==> config.mk <==
export PLATFORM = sky130hd
export DESIGN_NAME = sterownik_cyklu_skanu
export DESIGN_NICKNAME = d
export VERILOG_FILES = /design/src/rtl/plc_pkg.sv /design/src/rtl/licznik_okresu.sv /design/src/rtl/sterownik_cyklu_skanu.sv
export SDC_FILE = /design/constraint.sdc
export NUM_CORES = 1
export LEC_CHECK = 0
export CAP_MARGIN = 20
export CORE_UTILIZATION = 53
export DETAILED_ROUTE_END_ITERATION = 8
export PLACE_DENSITY = 0.74
export RECOVER_POWER = 50
export SLEW_MARGIN = 20
export SYNTH_ARGS = -nofsm -noshare
export SYNTH_HDL_FRONTEND = slang
export SYNTH_SLANG_ARGS = --single-unit
==> constraint.sdc <==
create_clock -name clk -period 2.25 [get_ports clk]
set_clock_uncertainty 0.2 [all_clocks]
set_input_delay 0.675 -clock clk [delete_from_list [all_inputs] [get_ports clk]]
set_output_delay 0.675 -clock clk [all_outputs]
set_load 0.01 [all_outputs]
==> src/rtl/plc_pkg.sv <==
// Shared definitions for the PLC scan-cycle sequencer.
//   - scan_state_e : 3-bit FSM state encoding. It is also driven out on the
//                    debug 'state' port, so these values are visible outside.
//   - DEF_*        : default parameter values for the sequencer.
package plc_pkg;

  typedef enum logic [2:0] {
    ST_IDLE       = 3'd0,
    ST_READ_IN    = 3'd1,
    ST_EXEC_START = 3'd2,
    ST_EXEC_WAIT  = 3'd3,
    ST_WRITE_OUT  = 3'd4,
    ST_PAD        = 3'd5
  } scan_state_e;

  localparam int DEF_SCAN_PERIOD = 1000;
  localparam int DEF_CNT_W       = 16;
  localparam int DEF_WDT_LIMIT   = 4096;

endpackage

==> src/rtl/licznik_okresu.sv <==
// Saturating up-counter with synchronous clear and a ">= threshold" flag.
// It is used for both the scan-period counter and the EXEC watchdog.
// Ports:
//   clk, rst : clock and synchronous active-high reset (count -> 0)
//   clr      : synchronous clear (has priority over en)
//   en       : count enable; the count holds at all-ones
//   ge       : registered count >= THRESH
module licznik_okresu #(
  parameter int W      = 16,
  parameter int THRESH = 0
) (
  input  logic clk,
  input  logic rst,
  input  logic clr,
  input  logic en,
  output logic ge
);

  localparam logic [W-1:0] THR = W'(THRESH);

  logic [W-1:0] cnt_q, cnt_d;

  always_comb begin
    cnt_d = cnt_q;
    if (clr) begin
      cnt_d = '0;
    end else if (en && (cnt_q != '1)) begin
      cnt_d = cnt_q + W'(1);
    end
  end

  always_ff @(posedge clk) begin
    if (rst) begin
      cnt_q <= '0;
    end else begin
      cnt_q <= cnt_d;
    end
  end

  assign ge = (cnt_q >= THR);

endmodule

==> src/rtl/sterownik_cyklu_skanu.sv <==
// PLC scan-cycle sequencer. Each scan runs these steps in order:
//   1. Read the input image.
//   2. Start one pass of the CPU program and wait for it to finish.
//   3. Write the output image.
//   4. Pad the scan to SCAN_PERIOD cycles, measured from one input read to
//      the next.
//
// Optional feature, selected with macro STEROWNIK_WDT_EN:
//   An EXEC watchdog. If cpu_done does not arrive within WDT_LIMIT
//   EXEC_WAIT cycles, the block:
//     - sets wdt_fault;
//     - goes to IDLE without writing the outputs;
//     - stays in IDLE until rst.
//   Without the macro, wdt_fault is tied to 0 and the block waits for
//   cpu_done indefinitely.
//
// Ports:
//   clk, rst    : clock and synchronous active-high reset
//   run         : level; 1 keeps scanning, 0 stops after the current scan
//   cpu_done    : pulse from the CPU; sampled only in EXEC_WAIT
//   in_ce       : one-cycle enable for the input image register (READ_IN)
//   cpu_start   : one-cycle start pulse for the CPU (EXEC_START)
//   out_ce      : one-cycle enable for the output image register (WRITE_OUT)
//   busy        : high in every state except IDLE
//   overrun     : sticky; a scan did not fit in SCAN_PERIOD
//   wdt_fault   : sticky; the EXEC watchdog expired
//   scan_count  : completed scans, wraps around
//   state       : current FSM state (debug)
//
// Handshake: cpu_start is a one-cycle pulse. cpu_done is counted only in a
// cycle spent in EXEC_WAIT. A cpu_done in any other cycle is ignored,
// including the cpu_start cycle itself.
module sterownik_cyklu_skanu
  import plc_pkg::*;
#(
  parameter int SCAN_PERIOD = DEF_SCAN_PERIOD,
  parameter int CNT_W       = DEF_CNT_W,
  parameter int WDT_LIMIT   = DEF_WDT_LIMIT
) (
  input  logic             clk,
  input  logic             rst,
  input  logic             run,
  input  logic             cpu_done,
  output logic             in_ce,
  output logic             cpu_start,
  output logic             out_ce,
  output logic             busy,
  output logic             overrun,
  output logic             wdt_fault,
  output logic [CNT_W-1:0] scan_count,
  output logic [2:0]       state
);

  scan_state_e      state_q, state_d;
  logic             in_ce_q, in_ce_d;
  logic             cpu_start_q, cpu_start_d;
  logic             out_ce_q, out_ce_d;
  logic             busy_q, busy_d;
  logic             overrun_q, overrun_d;
  logic [CNT_W-1:0] scan_count_q, scan_count_d;

  logic per_ge;      // cycles since READ_IN >= SCAN_PERIOD-1
  logic wdt_expire;  // watchdog limit reached this cycle, no cpu_done
  logic wdt_block;   // keeps IDLE from restarting after a watchdog fault

  // The period counter reads 0 in the READ_IN cycle, so in any later cycle
  // it holds the number of cycles since the input read. Leaving PAD when it
  // reaches SCAN_PERIOD-1 puts the next READ_IN exactly SCAN_PERIOD cycles
  // after the previous one.
  licznik_okresu #(
    .W      (CNT_W),
    .THRESH (SCAN_PERIOD - 1)
  ) u_period (
    .clk (clk),
    .rst (rst),
    .clr (state_d == ST_READ_IN),
    .en  (state_q != ST_IDLE),
    .ge  (per_ge)
  );

`ifdef STEROWNIK_WDT_EN
  logic wdt_ge;
  logic wdt_fault_q, wdt_fault_d;

  // The watchdog counter reads 0 in the first EXEC_WAIT cycle. It therefore
  // reads WDT_LIMIT-1 in the WDT_LIMIT-th cycle spent waiting.
  licznik_okresu #(
    .W      ($clog2(WDT_LIMIT + 1)),
    .THRESH (WDT_LIMIT - 1)
  ) u_wdt (
    .clk (clk),
    .rst (rst),
    .clr (state_q != ST_EXEC_WAIT),
    .en  (1'b1),
    .ge  (wdt_ge)
  );

  // If cpu_done arrives in the limit cycle, it wins and the scan completes.
  assign wdt_expire  = (state_q == ST_EXEC_WAIT) && wdt_ge && !cpu_done;
  assign wdt_fault_d = wdt_fault_q | wdt_expire;

  always_ff @(posedge clk) begin
    if (rst) begin
      wdt_fault_q <= 1'b0;
    end else begin
      wdt_fault_q <= wdt_fault_d;
    end
  end

  assign wdt_block = wdt_fault_q;
  assign wdt_fault = wdt_fault_q;
`else
  // WDT_LIMIT has no effect when the watchdog is not built in.
  localparam logic WDT_OFF = (WDT_LIMIT > 0) ? 1'b0 : 1'b0;

  assign wdt_expire = 1'b0;
  assign wdt_block  = WDT_OFF;
  assign wdt_fault  = WDT_OFF;
`endif

  always_comb begin
    state_d      = state_q;
    overrun_d    = overrun_q;
    scan_count_d = scan_count_q;

    case (state_q)
      ST_IDLE: begin
        if (run && !wdt_block) state_d = ST_READ_IN;
      end
      ST_READ_IN: begin
        state_d = ST_EXEC_START;
      end
      ST_EXEC_START: begin
        state_d = ST_EXEC_WAIT;
      end
      ST_EXEC_WAIT: begin
        if (cpu_done) begin
          state_d = ST_WRITE_OUT;
        end else if (wdt_expire) begin
          state_d = ST_IDLE;
        end
      end
      ST_WRITE_OUT: begin
        scan_count_d = scan_count_q + CNT_W'(1);
        if (!run) begin
          state_d = ST_IDLE;
        end else if (per_ge) begin
          // This scan used up the whole period. Start the next scan now,
          // without padding.
          overrun_d = 1'b1;
          state_d   = ST_READ_IN;
        end else begin
          state_d = ST_PAD;
        end
      end
      ST_PAD: begin
        if (!run) begin
          state_d = ST_IDLE;
        end else if (per_ge) begin
          state_d = ST_READ_IN;
        end
      end
      default: begin
        state_d = ST_IDLE;
      end
    endcase

    // Moore outputs are registered from the next state. Each output is
    // therefore high exactly while the FSM occupies the matching state.
    in_ce_d     = (state_d == ST_READ_IN);
    cpu_start_d = (state_d == ST_EXEC_START);
    out_ce_d    = (state_d == ST_WRITE_OUT);
    busy_d      = (state_d != ST_IDLE);
  end

  always_ff @(posedge clk) begin
    if (rst) begin
      state_q      <= ST_IDLE;
      in_ce_q      <= 1'b0;
      cpu_start_q  <= 1'b0;
      out_ce_q     <= 1'b0;
      busy_q       <= 1'b0;
      overrun_q    <= 1'b0;
      scan_count_q <= '0;
    end else begin
      state_q      <= state_d;
      in_ce_q      <= in_ce_d;
      cpu_start_q  <= cpu_start_d;
      out_ce_q     <= out_ce_d;
      busy_q       <= busy_d;
      overrun_q    <= overrun_d;
      scan_count_q <= scan_count_d;
    end
  end

  assign in_ce      = in_ce_q;
  assign cpu_start  = cpu_start_q;
  assign out_ce     = out_ce_q;
  assign busy       = busy_q;
  assign overrun    = overrun_q;
  assign scan_count = scan_count_q;
  assign state      = state_q;

endmodule

==> results, run 1 <==
- After the first detailed-routing iteration, the DRC count stood at 85.
- The routed layout has ~1,800 vias.
- The critical path goes through clkdlybuf4s50_1.
- The post-synthesis to final-layout area growth is 24.6%.
- The overall overflow remaining after global route is 0.
- The largest vdd supply drop is about 0.39 mV.
- Summing every instance area after synthesis gives 1960 sq um.
- Power spread over the standard cell area amounts to 577 nW/um^2.
- The number of antenna repair diodes is 0.
- Registers are responsible for between 50 and 60% of the overall power.
- The relative slew slack is 54.3%.
- The number of pins exceeding their max-slew limit in the final report is 0.
- The placer congestion estimate is between 0.7 and 0.8.
- After routing, the total negative slack on setup checks comes to 0 ns.
- In this design, the stage delay of the slowest critical-path cell is 0.57 ns.
- The share of the core filled with cells is a little under three quarters.
- Global routing consumed, over all layers together, between 20% and 30% of the routing resources.
- The clock root buffer is clkbuf_8.
- The achievable frequency is 462 MHz.
- The clock sink total is 40.
- In this design, the largest share of critical-path delay is due to buffers and inverters.
- The die extent in y is around 63 um.
- In the final routed layout, each cell accounts on average for ~14 um.
- The count of buffers added on input and output ports is 27.
- Synthesis inferred 40 register bits.
- The floorplan has 21 rows.
- Of all nets on the critical path, the largest fanout is 5.
- Summed over all nets, the half-perimeter wirelength after detailed placement is about 3100 um.
- The final routed wirelength across all metal layers is roughly 4300 um.
- Counting every instance in the synthesized netlist gives 230.
- The post-route netlist has a little over an eighth of its cells at a drive strength greater than 1.
- The combinational share of power is a little over 8%.
- For the pin with the worst max-slew slack, the measured transition is approximately 0.67 ns.
- The most used flip-flop cell after synthesis is dfxtp_1.
- STA classifies the critical path endpoint as an output pin.
- The final hold violation count is 0.
- The number of nets in the final layout is about 270.
- At the worst endpoint, the arrival time is 1.29 ns.
- The source-to-sink clock delay at the later pin of the worst-skew pair is 0.29 ns.
- Yosys mapped a number of flops with a built-in enable equal to 0.
- The number of global-route vias before repair is roughly 1,700.
- The deepest level of the CTS H-tree is 2.
- The flow ran to the end, and the final reports show no timing, DRC or antenna violations.
- The number of max-cap violations is 0.
- The number of hold buffers added after CTS is 0.
- The length of the first detailed-routing pass in iterations is 4.
- Of the total power, the share spent switching nets is approximately 22%.
- Counting flops with an async set or reset pin after synthesis yields a share of 0%.
- Prior to clock tree synthesis, the placed netlist has a worst setup slack of -0.0372 ns.
- The analysis attributes to net switching a power of 307 uW.
- The wire length of the first global-routing pass is approximately 7400 um.
- The worst path uses 96.2% of the clock period.
- For this design the top-level I/O count stands at 29.
- The count of different cell masters after synthesis is ~50.
- Sequential elements use 40.8% of the synthesized area.
- No sink is reached through more buffers than the 2 on the longest clock path.
- The final number of setup-violating endpoints is 0.
- The post-synth net total is between 200 and 250.
- The clock tree from TritonCTS is yes.
- Once the floorplan was initialized, standard cells occupied a little under three fifths of the core.
- The clock network burns roughly 40% of the power.
- The mean post-synth cell area is about 8.5 sq um.
- The number of warnings printed during yosys synthesis is 0.
- Setup slack on the critical path of the routed design comes to 0.0855 ns.
- The floorplan core area is ~3400 sq um.
- Clock-pin slew was measured on the worst setup and hold paths at approximately 0.080 ns.
- The type of the tightest min-delay check is reg -> reg.
- The internal portion of total power is ~1100 uW.
- The worst setup path is of the reg -> out kind.
- The area enclosed by the die boundary is between 3000 and 4000 sq um.
- The remaining antenna violation count is 0.
- The initial antenna violation count is 0.
- STA classifies the critical path startpoint as a register.
- The clock buffer count from CTS is 5.
- The layout has ~280 filler cells.
- The number of vias per cell after detailed routing is between 5 and 6.
- The required time at the worst-slack endpoint is about 1.4 ns.
- After detailed routing, the number of remaining DRC violations is 0.
- Summed over all cells, the static leakage comes to 0.000825 uW.
- Measured along the x axis, the die boundary spans 62.9 um.
- The number of buffers inserted by post-CTS setup repair is 0.
- Together, buffers and inverters on the worst path number 1.
- The clock period minus worst slack is 2.16 ns.
- Setup repair after global routing left no endpoint under its margin.
- Entering global routing, the biggest net connects 27 pins.
- The cell with the largest stage delay on the worst path is clkdlybuf4s50_1.
[flip-flops by register name, indices dropped and copies added (netlist names)]
register        cells
in_ce               1
out_ce              1
cpu_start           1
busy                1
state               3
overrun             1
scan_count         16
u_period.cnt_q     16
[metrics by stage]
step           hold slack, ns  instance area (sq um)  power, uW  std cells
2_1_floorplan           0.270                   1960        817        230
3_3_place_gp            0.238                   2360        868        306
3_5_place_dp            0.241                   2360        868        306
4_1_cts                 0.255                   2470       1430        314
5_1_grt                 0.267                   2450       1470        314
6_report                0.246                   2450       1410        314
[path summary, 6_finish.rpt]
path | startpoint | end | slack [ns] | cells after the start
worst max-delay path | scan_count[9] | scan_count[9] | 0.09 | 1
worst min-delay path | overrun | overrun | 0.25 | 2
worst max register to register | u_period.cnt_q[0] | u_period.cnt_q[14] | 0.18 | 5
worst min register to register | overrun | overrun | 0.25 | 2
[cell families after synthesis]
kind of cell | share of synthesized area, %
simple gates | 33.4
compound gates | 15.8
flops | 40.8
buf+inv | 3.19
xor+xnor | 4.90
fa+ha+maj | 1.27
other cells | 0.191
mux | 0.510
[cells in the mapped netlist, drive strengths merged (2+ instances only)]
cell type / n / area share (%)
a211oi: 2 / 0.76
a21oi: 20 / 5.1
a221oi: 2 / 0.89
a31o: 3 / 1.3
and2: 2 / 0.64
and3: 3 / 0.96
and4: 2 / 0.89
buf: 3 / 0.89
clkbuf: 7 / 1.3
dfxtp: 40 / 41
ha: 2 / 1.3
inv: 5 / 0.96
nand2: 15 / 2.9
nand2b: 5 / 1.6
nand3: 11 / 2.8
nand4: 9 / 3.5
nor2: 24 / 4.6
nor2b: 2 / 0.64
nor3: 6 / 1.5
nor4: 9 / 4.3
o21ai: 9 / 2.3
o31ai: 5 / 1.9
o41ai: 2 / 0.89
or3: 9 / 2.9
or4: 6 / 2.5
xnor2: 8 / 3.6
xor2: 3 / 1.3
[routing by layer]
| metal | vias to the layer above | GRT usage [%] | wire length [um] |
|---|---|---|---|
| met2 | 48 | 38.2 | 1880 |
| met1 | 834 | 30.4 | 2170 |
| met5 | - | 0 | 0 |
| met4 | 0 | 8.72 | 65 |
| li1 | 931 | - | - |
| met3 | 7 | 6.02 | 193 |
[timing repair]
action / in CTS / in global routing
setup endpoints to repair: 1 / 6
gates resized for setup: 1 / 3
cloned: 0 / 0
[cell type report]
type / count / area (sq um) / area share (%)
multi-input combinational: 175 / 1090 / 44.7
sequential: 40 / 805 / 32.9
timing repair buffer: 40 / 365 / 14.9
clock buffer: 6 / 72.6 / 2.97
tap: 46 / 57.6 / 2.35
clock inverter: 2 / 35.0 / 1.43
inverter: 5 / 18.8 / 0.767
[cell usage in the layout (no fill, tap or decap), types with 6 or more instances in the layout]
cell type	count
dfxtp_1	37
xnor2_1	8
or3_1	9
nand2_1	15
nor4_1	6
nand3_1	11
buf_4	12
nor2_1	24
clkdlybuf4s50_1	22
a21oi_1	20
nand4_1	7
nor3_1	6
[power by group through the flow]
stage          Sequential (uW)  Combinational, uW  Clock (uW)
2_1_floorplan              749               67.8           0
3_3_place_gp               748                120           0
3_5_place_dp               748                120           0
4_1_cts                    732                122         575
5_1_grt                    735                128         607
6_report                   733                116         563
(Power assumes the default switching activity.)
==> run 2: changes to the inputs <==
--- a/config.mk
+++ b/config.mk
@@ -5,6 +5,7 @@
 export SDC_FILE = /design/constraint.sdc
 export NUM_CORES = 1
 export LEC_CHECK = 0
+export ABC_CLOCK_PERIOD_IN_PS = 2250
 export CAP_MARGIN = 20
 export CORE_UTILIZATION = 53
 export DETAILED_ROUTE_END_ITERATION = 8
==> results of run 2 <==
No change in the layout: final DEF, timing and power equal those of run 1.
==> RTL edit: new RTL, flow settings as in run 2 <==
The output `out_ce` loses its register stage (`out_ce_q` becomes a continuous assignment).
--- a/src/rtl/sterownik_cyklu_skanu.sv
+++ b/src/rtl/sterownik_cyklu_skanu.sv
@@ -178,7 +178,6 @@
       state_q      <= ST_IDLE;
       in_ce_q      <= 1'b0;
       cpu_start_q  <= 1'b0;
-      out_ce_q     <= 1'b0;
       busy_q       <= 1'b0;
       overrun_q    <= 1'b0;
       scan_count_q <= '0;
@@ -186,12 +185,13 @@
       state_q      <= state_d;
       in_ce_q      <= in_ce_d;
       cpu_start_q  <= cpu_start_d;
-      out_ce_q     <= out_ce_d;
       busy_q       <= busy_d;
       overrun_q    <= overrun_d;
       scan_count_q <= scan_count_d;
     end
   end
+
+  assign out_ce_q = out_ce_d;
 
   assign in_ce      = in_ce_q;
   assign cpu_start  = cpu_start_q;
Formal check against the unedited RTL: not equivalent (a bounded check fails within 4 cycles, from zero or initial values and one cycle with rst high).
==> RTL edit against run 2 <==
- register-to-register slack lost 0.07 ns
- count of clock-buffer cells in the layout is 1 lower
- synthesized area is 3.0% lower
- setup slack worse by 0.044 ns
- power up 2.7%
- wire length up 3.5%
- sequential cell count is 1 lower
- design area rose by 0.10%
- worst hold slack better by 0.053 ns
- critical endpoint is now scan_count[5]
==> RTL edit: results (changes against run 2) <==
status = finished, final reports clean
Worst-path clk slew = 0.12 ns (+0.04 ns)
wire per inst = 14.5 um (+5.5%)
Worst Path Arrival = 1.33 ns (+0.04 ns)
worst-skew pair later-pin latency = 0.37 ns (+0.08 ns)
Crit path largest cell delay = 0.57 ns (about the same)
CP top delay family = buffers and inverters
Compound-Gate Fraction of Synth Area = 0.158 (+0.000279)
initial antenna violation count = 0 (unchanged)
class of the tightest hold or removal check = flip-flop to flip-flop
top cells by area, synth = dfxtp_1 (41%), xor2_1 (4.6%), nor2_1 (4.1%)
cells after synthesis = 223 (-3.0%)
global-route wire length before repair = 7.08 mm (-4.7%)
crit-path max FO = 4 (-1)
Nets = 267 (-2.2%)
Max-Slew Margin vs Limit = 0.413 (-0.130)
Warnings, synthesis = 0 (unchanged)
CP max stage cell = clkdlybuf4s50_1
Via density = 5.98 (+3.2%)
XOR/XNOR share of the synthesized area = 0.0506 (+0.00151)
Commonest cells post-synth = dfxtp_1 (39), nor2_1 (21), nand2_1 (12), nand3_1 (12)
Num CTS Buffers = 5 (unchanged)
post-DP HPWL = 3.08 mm (-0.91%)
Post-synth ARST share = 0 (unchanged)
layout cells sized above 1 = 0.172 (+0.0374)
placed inst area = 2320 um^2 (-1.8%)
GRT Total Usage = 0.253 (+0.0157)
initial drt markers = 158 (+86%)
Lkg Pwr = 0.866 nW (+5.1%)
# H-tree levels = 2 (unchanged)
Fillers = 258 (-8.5%)
mux cell area share after synthesis = 0 (-0.00510)
cts repair resizes = 15 (+14)
clock root cell = clkbuf_4
Adder-Cell Fraction of Synth Area = 0.0131 (+0.000393)
vias in the first global route = 1,581 (-5.2%)
Post-Syn Nets = 229 (-3.0%)
Post-CTS Setup Inserts = 0 (unchanged)
Final Setup Violations = 0 (unchanged)
placed cells = 300 (-2.0%)
via count = 1,842 (+1.2%)
Peak VDD IR = 413 uV (+6.4%)
port bufs = 27 (unchanged)
diode count = 0 (unchanged)
Worst EP required = 1.37 ns (about the same)
pin count of the biggest net entering global routing = 22 (-19%)
Cell variety after synth = 37 (-24%)
First-pass DRT Iterations = 4 (unchanged)
Max clock buf depth = 2 (unchanged)
sequential element share of the synthesized area = 0.410 (+0.00207)
RePlAce Congestion = 0.799 (about the same)
RTL edit: cell count changes after synthesis, moves of 4 or more:
cell	change
nor3_1	-5
o21ai_1	-4
or4_1	+4
a211oi_1	+7
o21ai_0	+4
and4_1	+5
xor2_1	+7
xnor2_1	-7
a21oi_1	-10
nor4_1	+4
RTL edit: where the power goes:
part	internal (mW)	total [mW]	leakage [nW]	switching (mW)
logic	0.0682	0.142	0.494	0.0733
clock network	0.345	0.596	0.0514	0.251
registers	0.700	0.712	0.321	0.0116
total	1.11	1.45	0.866	0.336
RTL edit: logic make-up after synthesis:
| family | count (synthesis) |
|---|---|
| compound gates | 44 |
| xor+xnor | 11 |
| fa+ha+maj | 2 |
| buf+inv | 19 |
| flops | 39 |
| other cells | 1 |
| simple gates | 107 |
RTL edit: area by class of cell:
| type | count | area share |
|---|---|---|
| multi-input cells | 165 | 0.434 |
| flip-flops and latches | 39 | 0.327 |
| repair buffers | 44 | 0.163 |
| clock inverters | 3 | 0.0276 |
| well taps | 46 | 0.0235 |
| clock buffers | 5 | 0.0153 |
| inverters | 6 | 0.00919 |
RTL edit: final timing paths:
| check | from | endpoint | slack, ns | cells after the start |
|---|---|---|---|---|
| worst max-delay path | scan_count[5]$_SDFFE_PP0P_ | scan_count[5] | 0.04 | 1 |
| worst min-delay path | scan_count[1]$_SDFFE_PP0P_ | scan_count[1]$_SDFFE_PP0P_ | 0.30 | 2 |
| worst max register to register | u_period.cnt_q[1]$_SDFFE_PP0P_ | u_period.cnt_q[14]$_SDFFE_PP0P_ | 0.11 | 5 |
| worst min register to register | scan_count[1]$_SDFFE_PP0P_ | scan_count[1]$_SDFFE_PP0P_ | 0.30 | 2 |
RTL edit: through the flow:
step	hold slack [ns]	utilization	TNS [ns]	setup WS (ns)
3_3_place_gp	0.266	0.683	-0.934	-0.584
5_1_grt	0.324	0.723	-0.00431	-0.00431
3_5_place_dp	0.285	0.683	-1.15	-0.632
6_report	0.299	0.723	0	0.0418
4_1_cts	0.300	0.720	0	0.000216
2_1_floorplan	0.282	-	0	0.164
RTL edit: routing by layer:
layer,wire [um],vias up,track usage
li1,-,913,-
met4,62,0,0.105
met2,2050,55,0.381
met3,238,4,0.0911
met5,0,-,0
met1,2100,870,0.328
